**src/rtl/tqvp_utf8_stream_decoder_pkg.sv**
```systemverilog
// Shared types and constants for the UTF-8 stream decoder peripheral:
// lead-byte classification, FIFO entry layout and register map.
package utf8_pkg;

    typedef enum logic [3:0] {
        ASCII, CONT, L2, L3, L3_E0, L3_ED, L4, L4_F0, L4_F4, BAD
    } lead_class_e;

    typedef enum logic {IDLE, NEED} dec_state_e;

    typedef struct packed {
        logic [20:0] cp;
        logic        err;
        logic [2:0]  len;
    } cp_entry_t;

    localparam logic [20:0] REPL_CHAR = 21'hFFFD;

    localparam logic [3:0] ADDR_STATUS = 4'd0;
    localparam logic [3:0] ADDR_HEAD   = 4'd1;
    localparam logic [3:0] ADDR_CTRL   = 4'd2;
    localparam logic [3:0] ADDR_EOS    = 4'd3;
    localparam logic [3:0] ADDR_CP0    = 4'd4;
    localparam logic [3:0] ADDR_CP1    = 4'd5;
    localparam logic [3:0] ADDR_CP2    = 4'd6;
    localparam logic [3:0] ADDR_CP3    = 4'd7;

    localparam int ST_VALID = 7;
    localparam int ST_FULL  = 6;
    localparam int ST_BUSY  = 5;
    localparam int ST_ERR   = 4;
    localparam int ST_OVF   = 3;

    // Well-formed lead bytes per the Unicode table; C0/C1 and F5-FF can never start a sequence.
    function automatic lead_class_e classify(input logic [7:0] b);
        if (b < 8'h80)       return ASCII;
        else if (b < 8'hC0)  return CONT;
        else if (b < 8'hC2)  return BAD;
        else if (b < 8'hE0)  return L2;
        else if (b == 8'hE0) return L3_E0;
        else if (b == 8'hED) return L3_ED;
        else if (b < 8'hF0)  return L3;
        else if (b == 8'hF0) return L4_F0;
        else if (b < 8'hF4)  return L4;
        else if (b == 8'hF4) return L4_F4;
        else                 return BAD;
    endfunction

endpackage

```
**src/rtl/tqvp_utf8_stream_decoder_cp_fifo.sv**
```systemverilog
// Code-point FIFO with two ordered write ports (port 0 lands first) and one pop.
module utf8_cp_fifo #(
    parameter int DEPTH = 4,
    parameter int W     = 25
) (
    input  logic                       clk,
    input  logic                       rst_n,
    input  logic                       flush,
    input  logic                       push0,
    input  logic [W-1:0]               data0,
    input  logic                       push1,
    input  logic [W-1:0]               data1,
    input  logic                       pop,
    output logic [W-1:0]               head,
    output logic [$clog2(DEPTH):0]     count,
    output logic                       empty,
    output logic                       full
);
    localparam int AW = $clog2(DEPTH);
    localparam int CW = AW + 1;

    logic [W-1:0]  mem [DEPTH];
    logic [AW-1:0] wr_ptr;
    logic [AW-1:0] rd_ptr;
    logic          pop_ok;

    assign pop_ok = pop && !empty;
    assign empty  = (count == '0);
    assign full   = (count == CW'(DEPTH));
    assign head   = mem[rd_ptr];

    always_ff @(posedge clk) begin
        if (push0) mem[wr_ptr] <= data0;
        if (push1) mem[wr_ptr + AW'(push0)] <= data1;
    end

    always_ff @(posedge clk) begin
        if (!rst_n || flush) begin
            wr_ptr <= '0;
            rd_ptr <= '0;
            count  <= '0;
        end else begin
            wr_ptr <= wr_ptr + AW'(push0) + AW'(push1);
            if (pop_ok) rd_ptr <= rd_ptr + AW'(1);
            count  <= count + CW'(push0) + CW'(push1) - CW'(pop_ok);
        end
    end

endmodule

```
**src/rtl/tqvp_utf8_stream_decoder.sv**
```systemverilog
// TinyQV peripheral: validating byte-stream UTF-8 decoder with maximal-subpart
// U+FFFD substitution, feeding a small code-point FIFO read back over the register bus.
module tqvp_utf8_stream_decoder
    import utf8_pkg::*;
#(
    parameter int DEPTH = 4
) (
    input  logic       clk,
    input  logic       rst_n,
    input  logic [7:0] ui_in,
    output logic [7:0] uo_out,
    input  logic [3:0] address,
    input  logic       data_write,
    input  logic [7:0] data_in,
    output logic [7:0] data_out
);
    localparam int CW = $clog2(DEPTH) + 1;

    dec_state_e  state, state_nx;
    logic [1:0]  need, need_nx;
    logic [7:0]  lo, lo_nx, hi, hi_nx;
    logic [20:0] acc, acc_nx;
    logic [2:0]  cnt, cnt_nx;
    logic        err_flag, err_nx, ovf_flag, ovf_nx, replace, replace_nx;

    logic        first_push, idle_push, reprocess, byte_ok;
    cp_entry_t   first_entry, idle_entry, d0, d1, head;
    logic        push0, push1, fifo_pop, fifo_flush, empty, full;
    logic [CW-1:0] count;
    logic [2:0]  cnt_sat;
    lead_class_e cls;
    logic        unused_ui;

    assign unused_ui = ^ui_in;
    assign uo_out    = 8'h00;

    // Two pushes per byte at most, so a byte is only taken while two slots are free.
    assign byte_ok = (int'(count) <= DEPTH - 2);
    assign push0   = first_push | idle_push;
    assign push1   = first_push & idle_push;
    assign d0      = first_push ? first_entry : idle_entry;
    assign d1      = idle_entry;
    assign cnt_sat = (int'(count) > 7) ? 3'd7 : count[2:0];

    utf8_cp_fifo #(.DEPTH(DEPTH), .W($bits(cp_entry_t))) u_fifo (
        .clk   (clk),
        .rst_n (rst_n),
        .flush (fifo_flush),
        .push0 (push0),
        .data0 (d0),
        .push1 (push1),
        .data1 (d1),
        .pop   (fifo_pop),
        .head  (head),
        .count (count),
        .empty (empty),
        .full  (full)
    );

    always_comb begin
        state_nx = state; need_nx = need; lo_nx = lo; hi_nx = hi;
        acc_nx = acc; cnt_nx = cnt;
        err_nx = err_flag; ovf_nx = ovf_flag; replace_nx = replace;
        first_push = 1'b0; first_entry = '0; idle_push = 1'b0; idle_entry = '0;
        reprocess = 1'b0; fifo_pop = 1'b0; fifo_flush = 1'b0;
        cls = classify(data_in);
        if (data_write) begin
            case (address)
                ADDR_STATUS: begin
                    if (!byte_ok) begin
                        ovf_nx = 1'b1;
                    end else if (state == IDLE) begin
                        reprocess = 1'b1;
                    end else if (data_in >= lo && data_in <= hi) begin
                        acc_nx  = {acc[14:0], data_in[5:0]};
                        cnt_nx  = cnt + 3'd1;
                        need_nx = need - 2'd1;
                        lo_nx   = 8'h80;
                        hi_nx   = 8'hBF;
                        if (need == 2'd1) begin
                            first_push  = 1'b1;
                            first_entry = {acc_nx, 1'b0, cnt_nx};
                            state_nx    = IDLE;
                        end
                    end else begin
                        // Maximal subpart: replace what was consumed, then restart on this byte.
                        err_nx      = 1'b1;
                        first_push  = replace;
                        first_entry = {REPL_CHAR, 1'b1, cnt};
                        state_nx    = IDLE;
                        need_nx     = 2'd0;
                        reprocess   = 1'b1;
                    end
                end
                ADDR_HEAD: fifo_pop = 1'b1;
                ADDR_CTRL: begin
                    replace_nx = data_in[2];
                    if (data_in[1]) begin
                        err_nx = 1'b0;
                        ovf_nx = 1'b0;
                    end
                    if (data_in[0]) begin
                        fifo_flush = 1'b1;
                        state_nx   = IDLE;
                        need_nx    = 2'd0;
                    end
                end
                ADDR_EOS: begin
                    if (state != IDLE) begin
                        err_nx   = 1'b1;
                        state_nx = IDLE;
                        need_nx  = 2'd0;
                        if (replace && full) begin
                            ovf_nx = 1'b1;
                        end else if (replace) begin
                            first_push  = 1'b1;
                            first_entry = {REPL_CHAR, 1'b1, cnt};
                        end
                    end
                end
                default: ;
            endcase
        end
        if (reprocess) begin
            case (cls)
                ASCII: begin
                    idle_push  = 1'b1;
                    idle_entry = {13'd0, data_in, 1'b0, 3'd1};
                end
                L2: begin
                    state_nx = NEED; need_nx = 2'd1; cnt_nx = 3'd1;
                    lo_nx = 8'h80; hi_nx = 8'hBF;
                    acc_nx = {16'd0, data_in[4:0]};
                end
                L3, L3_E0, L3_ED: begin
                    state_nx = NEED; need_nx = 2'd2; cnt_nx = 3'd1;
                    lo_nx = (cls == L3_E0) ? 8'hA0 : 8'h80;
                    hi_nx = (cls == L3_ED) ? 8'h9F : 8'hBF;
                    acc_nx = {17'd0, data_in[3:0]};
                end
                L4, L4_F0, L4_F4: begin
                    state_nx = NEED; need_nx = 2'd3; cnt_nx = 3'd1;
                    lo_nx = (cls == L4_F0) ? 8'h90 : 8'h80;
                    hi_nx = (cls == L4_F4) ? 8'h8F : 8'hBF;
                    acc_nx = {18'd0, data_in[2:0]};
                end
                default: begin
                    err_nx     = 1'b1;
                    idle_push  = replace;
                    idle_entry = {REPL_CHAR, 1'b1, 3'd1};
                end
            endcase
        end
    end

    always_ff @(posedge clk) begin
        if (!rst_n) begin
            state <= IDLE; need <= 2'd0; lo <= 8'h80; hi <= 8'hBF;
            acc <= '0; cnt <= '0;
            err_flag <= 1'b0; ovf_flag <= 1'b0; replace <= 1'b1;
        end else begin
            state <= state_nx; need <= need_nx; lo <= lo_nx; hi <= hi_nx;
            acc <= acc_nx; cnt <= cnt_nx;
            err_flag <= err_nx; ovf_flag <= ovf_nx; replace <= replace_nx;
        end
    end

    always_comb begin
        data_out = 8'h00;
        case (address)
            ADDR_STATUS: begin
                data_out[ST_VALID] = !empty;
                data_out[ST_FULL]  = full;
                data_out[ST_BUSY]  = (state != IDLE);
                data_out[ST_ERR]   = err_flag;
                data_out[ST_OVF]   = ovf_flag;
                data_out[2:0]      = cnt_sat;
            end
            ADDR_HEAD: if (!empty) data_out = {4'b0, head.err, head.len};
            ADDR_CTRL: data_out[2] = replace;
            ADDR_EOS:  data_out = {6'b0, need};
            ADDR_CP0:  if (!empty) data_out = head.cp[7:0];
            ADDR_CP1:  if (!empty) data_out = head.cp[15:8];
            ADDR_CP2:  if (!empty) data_out = {3'b0, head.cp[20:16]};
            default:   data_out = 8'h00;
        endcase
    end

endmodule

```
**config.mk**
```make
export PLATFORM = sky130hd
export DESIGN_NAME = tqvp_utf8_stream_decoder
export DESIGN_NICKNAME = d
export VERILOG_FILES = /design/src/rtl/tqvp_utf8_stream_decoder_pkg.sv /design/src/rtl/tqvp_utf8_stream_decoder_cp_fifo.sv /design/src/rtl/tqvp_utf8_stream_decoder.sv
export SDC_FILE = /design/constraint.sdc
export NUM_CORES = 1
export LEC_CHECK = 0
export CAP_MARGIN = 20
export CELL_PAD_IN_SITES_DETAIL_PLACEMENT = 0
export CELL_PAD_IN_SITES_GLOBAL_PLACEMENT = 1
export CORE_MARGIN = 3
export CORE_UTILIZATION = 23
export DETAILED_ROUTE_END_ITERATION = 8
export PLACE_DENSITY_LB_ADDON = 0.1
export SYNTH_ARGS = -nofsm -noshare
export SYNTH_HDL_FRONTEND = slang
export SYNTH_SLANG_ARGS = --single-unit
```
**constraint.sdc**
```tcl
create_clock -name clk -period 6.2 [get_ports clk]
set_input_delay 1.55 -clock clk [delete_from_list [all_inputs] [get_ports clk]]
set_output_delay 1.55 -clock clk [all_outputs]
set_load 0.005 [all_outputs]
```
==> summary.txt, run 1 <==
Floorplanning
  – Cell Rows: 68
  – I/O Pins: 39
  – DIE HEIGHT: 194 um
  – Core Region: 0.03471 sq mm
  – Die X: 194 um
  – Starting Density: 0.2342
  – Die ar.: 0.03764 sq mm

Route
  – DR iter-0 viols: 434
  – Routed wire length: 29510 um
  – Drt via density: 5.027
  – Via count: 6600
  – Routed Antenna Nets: 0
  – DRC viols: 0
  – Drt first pass iters: 5
  – Routed wire length per instance: 22.48 um

Pwr
  – P_int: 1.676 mW
  – Total power: 2.237 mW
  – Flop pwr share: 0.459
  – Combinational share of power: 0.050
  – Pleak: 3.476 nW
  – Switch share: 0.2508
  – Worst VDD drop: 0.0001819 V
  – Clock power frac: 0.491
  – Sw Pwr: 561.0 uW
  – PwrDens: 232.2 mW/mm^2

Timing
  – Fin. max-slew vios: 0
  – Final-report hold violation count: 0
  – Final Cycle Share: 0.8988
  – Slew @ Worst Pin: 1042 ps
  – Fmax: 179.5 MHz
  – Fin crit period: 5572 ps
  – Post-route setup slack: 627.7 ps
  – Clock Skew: 9.678 ps
  – WHS: 423.5 ps
  – Final setup viols: 0
  – Setup Total Neg Slack: 0 ps
  – RSZ-0062 raised after global routing: no
  – Slew HR: 0.3037

CTS
  – Post-CTS Resized: 0
  – # hold bufs at CTS: 0
  – Clock Latency Late Sink: 440 ps
  – Root Buffer: clkbuf_16
  – CTS Buf Count: 17
  – Worst-path clk slew: 60 ps
  – Maximum clock path buffer count: 2
  – CTS tree: yes
  – # Post-CTS Setup Buffers: 0
  – Clk sinks: 149
  – H-tree depth: 4

Worst setup path
  – Critical Path Sink Type: flop
  – Crit Path Max Fanout: 18
  – Crit Path Class: in -> reg
  – CP Launch Type: primary input
  – Crit path arrival time: 5680 ps
  – Worst reg2reg path startpoint: hi[1]
  – Critical Path Start: data_in[2]
  – Critical path required time: 6300 ps

Cells and area
  – Final Instance Area: 0.009635 sq mm
  – Most common cell after layout, fill and taps aside: nand2_1
  – Commonest cells after routing, fill and taps aside: nand2_1, dfxtp_1, edfxtp_1, nor2_1, buf_4
  – Final Util: 0.2776
  – Syn-to-layout area delta: 18.53%
  – Layout Nets: 892
  – Non-filler instance count after layout: 1313
  – Antenna cells: 0
  – Share of cells above drive strength 1: 0.1492

Global route
  – Vias in the first global route: 6680
  – Gr busiest metal: met2
  – First-pass GRT wire length: 44610 um
  – Routing usage on met3: 0.02120
  – Grt met1 use: 0.2288
  – Gr usage total: 0.1583
  – Gr ovfl total: 0
  – M2 GR Usage: 0.2475
  – Largest net degree at the start of global routing: 32
  – Initial antenna violation count: 1

Yosys
  – Synth Area in Simple Gates: 0.1678
  – Flops & latches, synth: 149
  – Avg Cell Area, Syn: 9.999 sq um
  – Synth cell types: 75
  – Ys Warns: 0
  – Synth Instances: 813
  – Most common flop cell mapped by yosys: dfxtp_1
  – Seq/Total Area, Yosys: 0.4556
  – Post-synthesis xor/xnor area fraction: 0.008619
  – Multiplexer share of the synthesized area: 0.09666
  – FFs w/ async S/R, synth: 0
  – Synth Area in Compound Gates: 0.1804
  – Synth Cell Area: 0.008129 sq mm
  – Post-synthesis adder-cell area fraction: 0.03879
  – Largest family of logic cells by synthesized area: compound AO/OA/AOI/OAI gates
  – Post-synth EDFFs: 72

Placed design
  – Post-DP Area: 0.009024 sq mm
  – Dpl ws: 275.8 ps
  – DP HPWL: 21510 um
  – Dpl cells: 1281
  – Port Buffer Count: 22
  – Gpl congestion: 0.7887

Min path
  – Hold path start: hi[3]
  – Worst hold path type: reg -> reg

Flow run
  – Max-cap violation count: 0

Outcome
  – Status: finished clean
final cells by class:
class / count / area, sq um
multi-input cells: 576 / 4045
clock buffers: 17 / 425.4
inverters: 29 / 108.9
repair buffers: 72 / 595.6
flip-flops and latches: 149 / 3705
clock inverters: 15 / 186.4
fillers: 3649 / 25080
well taps: 455 / 569.3
layer usage:
metal / vias to the layer above / share of wire
met3: 20 / 0.041
met5: - / 0
met2: 173 / 0.46
met4: 0 / 0.014
li1: 3070 / -
met1: 3337 / 0.49
worst max-delay path, stage by stage:
cell             delay [ps]
clkdlybuf4s50_1         620
ha_1                    280
and2_1                  170
o21ai_0                 140
nor4bb_1                490
o211ai_1                390
nand3_1                 230
nand2_1                 150
ha_1                    280
xnor2_1                 570
nand4_2                 320
nand2_1                 140
buf_4                   330
power groups by stage:
stage	registers, mW	logic [mW]	clock network, mW
floorplan	1.05	0.0647	0
global placement	1.05	0.113	0
detailed placement	1.05	0.112	0
CTS	1.03	0.113	1.13
global route	1.03	0.123	1.16
finish	1.03	0.112	1.10
sequential cells by signal, indices dropped and copies added, names as in the netlist, 3 cells and up, named ones only:
name and count:
hi 8, lo 8, cnt 3, acc 15, u_fifo.mem 100, u_fifo.count 3
cell usage after synthesis (22+ instances only):
master     n  area, sq um
edfxtp_1  72         2162
nor2_1    56        210.2
inv_1     29        108.9
clkbuf_1  38        142.6
dfxtp_1   77         1541
ha_1      22        275.3
mux4_2    25        563.0
nand2_1   85        319.1
a21oi_1   36        180.2
o21ai_0   49        245.2
nand3_1   46        230.2
path summary, 6_finish.rpt:
path / endpoint / slack (ps) / cells past startpoint
setup reg to reg: u_fifo.mem[1][17] / 1910 / 13
hold / removal: hi[3] / 420 / 2
setup / recovery: u_fifo.mem[1][17] / 630 / 13
hold reg to reg: hi[3] / 420 / 2
cell families after synthesis:
group,after synthesis
flops,149
simple gates,270
compound gates,219
xor+xnor,8
fa+ha+maj,24
other cells,1
mux,47
buf+inv,95
No activity file was read; power rests on OpenSTA's default activity.
==> inputs of run 2 (changes only) <==
SETUP_SLACK_MARGIN = 0.15   (was not set)
==> results of run 2 <==
Final layout, timing and power as in run 1 (identical DEF).
==> edit 1: new RTL, config.mk and constraints of run 2 <==
Add an input register stage for `ui_in`, `address`, `data_write` and `data_in`, without a reset; this delays them by one clock.
--- a/src/rtl/tqvp_utf8_stream_decoder.sv
+++ b/src/rtl/tqvp_utf8_stream_decoder.sv
@@ -17,4 +17,16 @@
     localparam int CW = $clog2(DEPTH) + 1;
 
+    logic [7:0] ui_q;
+    logic [3:0] address_q;
+    logic data_write_q;
+    logic [7:0] data_q;
+
+    always_ff @(posedge clk) begin
+        ui_q         <= ui_in;
+        address_q    <= address;
+        data_write_q <= data_write;
+        data_q       <= data_in;
+    end
+
     dec_state_e  state, state_nx;
     logic [1:0]  need, need_nx;
@@ -32,5 +44,5 @@
     logic        unused_ui;
 
-    assign unused_ui = ^ui_in;
+    assign unused_ui = ^ui_q;
     assign uo_out    = 8'h00;
 
@@ -64,7 +76,7 @@
         first_push = 1'b0; first_entry = '0; idle_push = 1'b0; idle_entry = '0;
         reprocess = 1'b0; fifo_pop = 1'b0; fifo_flush = 1'b0;
-        cls = classify(data_in);
-        if (data_write) begin
-            case (address)
+        cls = classify(data_q);
+        if (data_write_q) begin
+            case (address_q)
                 ADDR_STATUS: begin
                     if (!byte_ok) begin
@@ -72,6 +84,6 @@
                     end else if (state == IDLE) begin
                         reprocess = 1'b1;
-                    end else if (data_in >= lo && data_in <= hi) begin
-                        acc_nx  = {acc[14:0], data_in[5:0]};
+                    end else if (data_q >= lo && data_q <= hi) begin
+                        acc_nx  = {acc[14:0], data_q[5:0]};
                         cnt_nx  = cnt + 3'd1;
                         need_nx = need - 2'd1;
@@ -95,10 +107,10 @@
                 ADDR_HEAD: fifo_pop = 1'b1;
                 ADDR_CTRL: begin
-                    replace_nx = data_in[2];
-                    if (data_in[1]) begin
+                    replace_nx = data_q[2];
+                    if (data_q[1]) begin
                         err_nx = 1'b0;
                         ovf_nx = 1'b0;
                     end
-                    if (data_in[0]) begin
+                    if (data_q[0]) begin
                         fifo_flush = 1'b1;
                         state_nx   = IDLE;
@@ -126,10 +138,10 @@
                 ASCII: begin
                     idle_push  = 1'b1;
-                    idle_entry = {13'd0, data_in, 1'b0, 3'd1};
+                    idle_entry = {13'd0, data_q, 1'b0, 3'd1};
                 end
                 L2: begin
                     state_nx = NEED; need_nx = 2'd1; cnt_nx = 3'd1;
                     lo_nx = 8'h80; hi_nx = 8'hBF;
-                    acc_nx = {16'd0, data_in[4:0]};
+                    acc_nx = {16'd0, data_q[4:0]};
                 end
                 L3, L3_E0, L3_ED: begin
@@ -137,5 +149,5 @@
                     lo_nx = (cls == L3_E0) ? 8'hA0 : 8'h80;
                     hi_nx = (cls == L3_ED) ? 8'h9F : 8'hBF;
-                    acc_nx = {17'd0, data_in[3:0]};
+                    acc_nx = {17'd0, data_q[3:0]};
                 end
                 L4, L4_F0, L4_F4: begin
@@ -143,5 +155,5 @@
                     lo_nx = (cls == L4_F0) ? 8'h90 : 8'h80;
                     hi_nx = (cls == L4_F4) ? 8'h8F : 8'hBF;
-                    acc_nx = {18'd0, data_in[2:0]};
+                    acc_nx = {18'd0, data_q[2:0]};
                 end
                 default: begin
@@ -168,5 +180,5 @@
     always_comb begin
         data_out = 8'h00;
-        case (address)
+        case (address_q)
             ADDR_STATUS: begin
                 data_out[ST_VALID] = !empty;
Behaviour: not the same (a bounded check fails within 4 cycles, from zero or initial values and one cycle with rst_n low).
==> edit 1 against run 2 <==
Design area down 1.4%. Sequential cell count up 13. Core utilization down 0.38 points. Global-route usage down 0.85 points. Setup slack better by 0.54 ns. Wire length down 5.7%. Sequential power up 9.7%. Power up 4.4%. Area after synthesis about the same. First-iteration DRC count down 6.5%.
==> edit 1: results (changes against run 2) <==
[drt]
vias = 6194  ; -6.2%
drt_iter0_drc = 406  ; -6.5%
drtPass1Iterations = 8  ; +3
post_drt_wl_per_cell_um = 21.9  ; -2.6%
m1WireLength_mm = 13.1  ; -9.1%

[timing]
fin_worst_skew_ns = 0.0130  ; +0.00335 ns
timing.final.ws_setup_ns = 1.17  ; +0.544 ns
holdWs_ns = 0.423  ; -0.000578 ns
worstMarginPinSlew_ns = 0.825  ; -0.217 ns

[power]
p_seq_share_pct = 48.3  ; +2.4 points
ir_drop_v = 0.000179  ; -1.5%
cellLeakagePower_uw = 0.00329  ; -5.4%
pg_comb_uw = 99.8  ; -11%

[worst_hold_path]
hold_start = hi[7]
min_to = hi[7]

[placed_design]
dp.cells = 1240  ; -3.2%
gp_congestion = 0.808  ; +2.4%
placed_area_mm2 = 0.00889  ; -1.4%
dp_hpwl_mm = 20.4  ; -5.4%

[critical_path]
reg2reg_from = data_q[4]
endpoint = u_fifo.mem[1][8]
crit_family = compound AO/OA/AOI/OAI gates
cp-start-kind = flip-flop
crit_fanout = 13  ; -5
cpPeakStageDelay_ns = 0.74  ; +0.12 ns

[synth]
synthDistinctLibCells = 76  ; +1.3%
synth_seq_area_share_pct = 48.7  ; +3.2 points
syn_avg_cell_area_um2 = 10.4  ; +4.0%
synthXorXnorAreaFrac_pct = 0.861  ; about the same
synth_compound_area_share_pct = 18.5  ; +0.42 points

[global_routing]
grt_max_degree = 24  ; -25%
grt_first_pass_wirelength_mm = 42.0  ; -5.7%
track_usage_pct = 15.0  ; -0.85 points
grt_pass1_vias = 6267  ; -6.2%

[status]
status = finished clean

[layout]
fin_nets = 851  ; -4.6%

==> edit 1: cell count changes after synthesis, moves of 13 or more <==
cell              run 2  this run
o21ai_0              49        78
nand3_1              46        25
a2bb2oi_1             0        18
inv_1                29        47
a21o_1               20         5
o21a_1                3        17
dfxtp_1              77        90
nand2_1              85        72
==> edit 1: worst min-delay path, delay by kind of cell (launching register included) <==
family / cells / cell delay, ns
buffers and inverters: 1 / 0.05
DFF: 1 / 0.31
and+or+nand+nor: 1 / 0.04
==> edit 1: final cells by class <==
cell class	count	area, µm²
repair buffers	50	430
multi-input cells	525	3740
clock inverters	13	154
flip-flops and latches	162	3970
well taps	455	569
fillers	3676	25200
inverters	48	193
clock buffers	19	454
==> edit 1: per-stage QoR <==
stage | util (%) | power, µW
2_1_floorplan | - | 1210
3_3_place_gp | 25.6 | 1250
3_5_place_dp | 25.6 | 1250
4_1_cts | 27.4 | 2370
5_1_grt | 27.4 | 2420
6_report | 27.4 | 2330
==> edit 2: new RTL, config.mk and constraints of run 2 <==
Made on the original files. `DEPTH` is set to 4 in 2 places; all go to 8.
--- a/src/rtl/tqvp_utf8_stream_decoder_cp_fifo.sv
+++ b/src/rtl/tqvp_utf8_stream_decoder_cp_fifo.sv
@@ -1,5 +1,5 @@
 // Code-point FIFO with two ordered write ports (port 0 lands first) and one pop.
 module utf8_cp_fifo #(
-    parameter int DEPTH = 4,
+    parameter int DEPTH = 8,
     parameter int W     = 25
 ) (
--- a/src/rtl/tqvp_utf8_stream_decoder.sv
+++ b/src/rtl/tqvp_utf8_stream_decoder.sv
@@ -4,5 +4,5 @@
     import utf8_pkg::*;
 #(
-    parameter int DEPTH = 4
+    parameter int DEPTH = 8
 ) (
     input  logic       clk,
Function: not settled (the Yosys comparison gave no result); the edit may change what the design does.
==> edit 2 against run 2 <==
Sequential power grew 71%. Via count grew 46%. Non-clock buffer count grew 35. Clock power grew 74%. Area after synthesis grew 60%. Power grew 70%. Die area grew 58%. Sequential cell count grew 104. Setup slack lost 0.018 ns. Design area grew 62%. Combinational power grew 21%. Largest cell class is now flip-flops and latches. Wire length grew 67%. Critical path type is now input pin to output pin.
==> edit 2: results (changes against run 2) <==
[layout]
drive_gt1_share_pct = 19.5  ; +4.5 points
fin_nets = 1266  ; +42%
nFillCells = 5831  ; +60%

[synth]
synth_seq_area_share_pct = 49.9  ; +4.4 points
synthDistinctLibCells = 80  ; +6.7%
synth.area.top_cells = edfxtp_1 (33%), dfxtp_1 (17%), mux4_2 (8.6%)
synth_compound_area_share_pct = 18.4  ; +0.33 points
synth.top_cells.by_count = edfxtp_1 (144), nand2_1 (125), dfxtp_1 (109), o21ai_0 (100), o22ai_1 (57)
synthXorXnorAreaFrac_pct = 0.672  ; -0.19 points
synth_edf_count = 144  ; +100%
yosys_most_used_dff = edfxtp_1
muxShareOfSynthArea_pct = 12.1  ; +2.4 points

[power]
p_clk_share_pct = 50.2  ; +1.1 points
p_seq_share_pct = 46.3  ; +0.4 points
cellLeakagePower_uw = 0.00548  ; +58%
p_clk_uw = 1910  ; +74%

[critical_path]
cpPeakStageDelay_ns = 0.54  ; -0.08 ns
crit_family = buffers and inverters
worstPathArrival_ns = 4.04  ; -1.64 ns
critPathSlowestCell = clkdlybuf4s50_1
crit_fanout = 6  ; -12

[timing]
fin_worst_skew_ns = 0.0265  ; +0.0168 ns
worstMarginPinSlew_ns = 1.05  ; +0.0107 ns

[placed_design]
placed_area_mm2 = 0.0146  ; +61%
portBuffers = 22  ; unchanged
dp_hpwl_mm = 34.2  ; +59%
gp_congestion = 0.773  ; -2.0%
dp_worst_setup_slack_ns = 0.0563  ; -0.219 ns

[clock_network]
numCtsBuffers = 34  ; +17
clk_path_buf_depth = 3  ; +1
clk-insertion-delay-late_ns = 0.56  ; +0.12 ns

[status]
status = finished clean

[global_routing]
antenna_found_initial = 3  ; +2
grt_pass1_vias = 10100  ; +50%
track_usage_pct = 16.5  ; +0.65 points
grt_max_degree = 39  ; +22%
grt_first_pass_wirelength_mm = 71.6  ; +60%

[drt]
drt_iter0_drc = 639  ; +47%
totalWireLength_mm = 49.4  ; +67%

edit 2: cell count changes in the layout (fill, tap and decap cells not counted), moves of 21 or more:
| cell | run 2 | this run |
|---|---|---|
| buf_4 | 50 | 71 |
| a22o_1 | 0 | 38 |
| mux4_2 | 25 | 50 |
| o22ai_1 | 19 | 57 |
| mux2i_1 | 20 | 41 |
| dfxtp_1 | 76 | 106 |
| nand3_1 | 46 | 16 |
| edfxtp_1 | 72 | 144 |
| nand2_1 | 85 | 123 |
| o21ai_0 | 49 | 100 |
edit 2: worst paths after layout:
path,slack [ns],cells after the start,end,from
max,0.61,7,data_out[1],address[0]
max reg2reg,1.82,19,u_fifo.mem[6][5],hi[5]
min,0.42,2,lo[7],lo[7]
min reg2reg,0.42,2,lo[7],lo[7]
edit 2: layout make-up:
cell class | instances | share of cell area [%]
Clock buffer | 47 | 5.94
Sequential cell | 253 | 41.6
Clock inverter | 14 | 0.863
Multi-Input combinational cell | 779 | 38.1
Timing Repair Buffer | 107 | 6.55
Tap cell | 748 | 5.98
Inverter | 38 | 0.927
Antenna cell | 1 | 0.0160
edit 2: per-layer routing:
metal / global-route usage [%] / wire length, µm / vias up
met2: 27.0 / 23000 / 184
met1: 22.2 / 23100 / 4854
met3: 2.54 / 1800 / 79
li1: - / - / 4528
met4: 5.68 / 1480 / 0
met5: 0 / 0 / -
edit 2: worst min-delay path: stages (launching register included):
cell and delay [ns]:
dfxtp_1 0.30, inv_1 0.04, nand2_1 0.04
edit 2: stage by stage:
stage / instances / utilization, %
after detailed placement: 1924 / 26.2
after global placement: 1924 / 26.2
after CTS: 1985 / 28.2
final: 1987 / 28.2
after floorplan: 1156 / -
after global routing: 1986 / 28.2
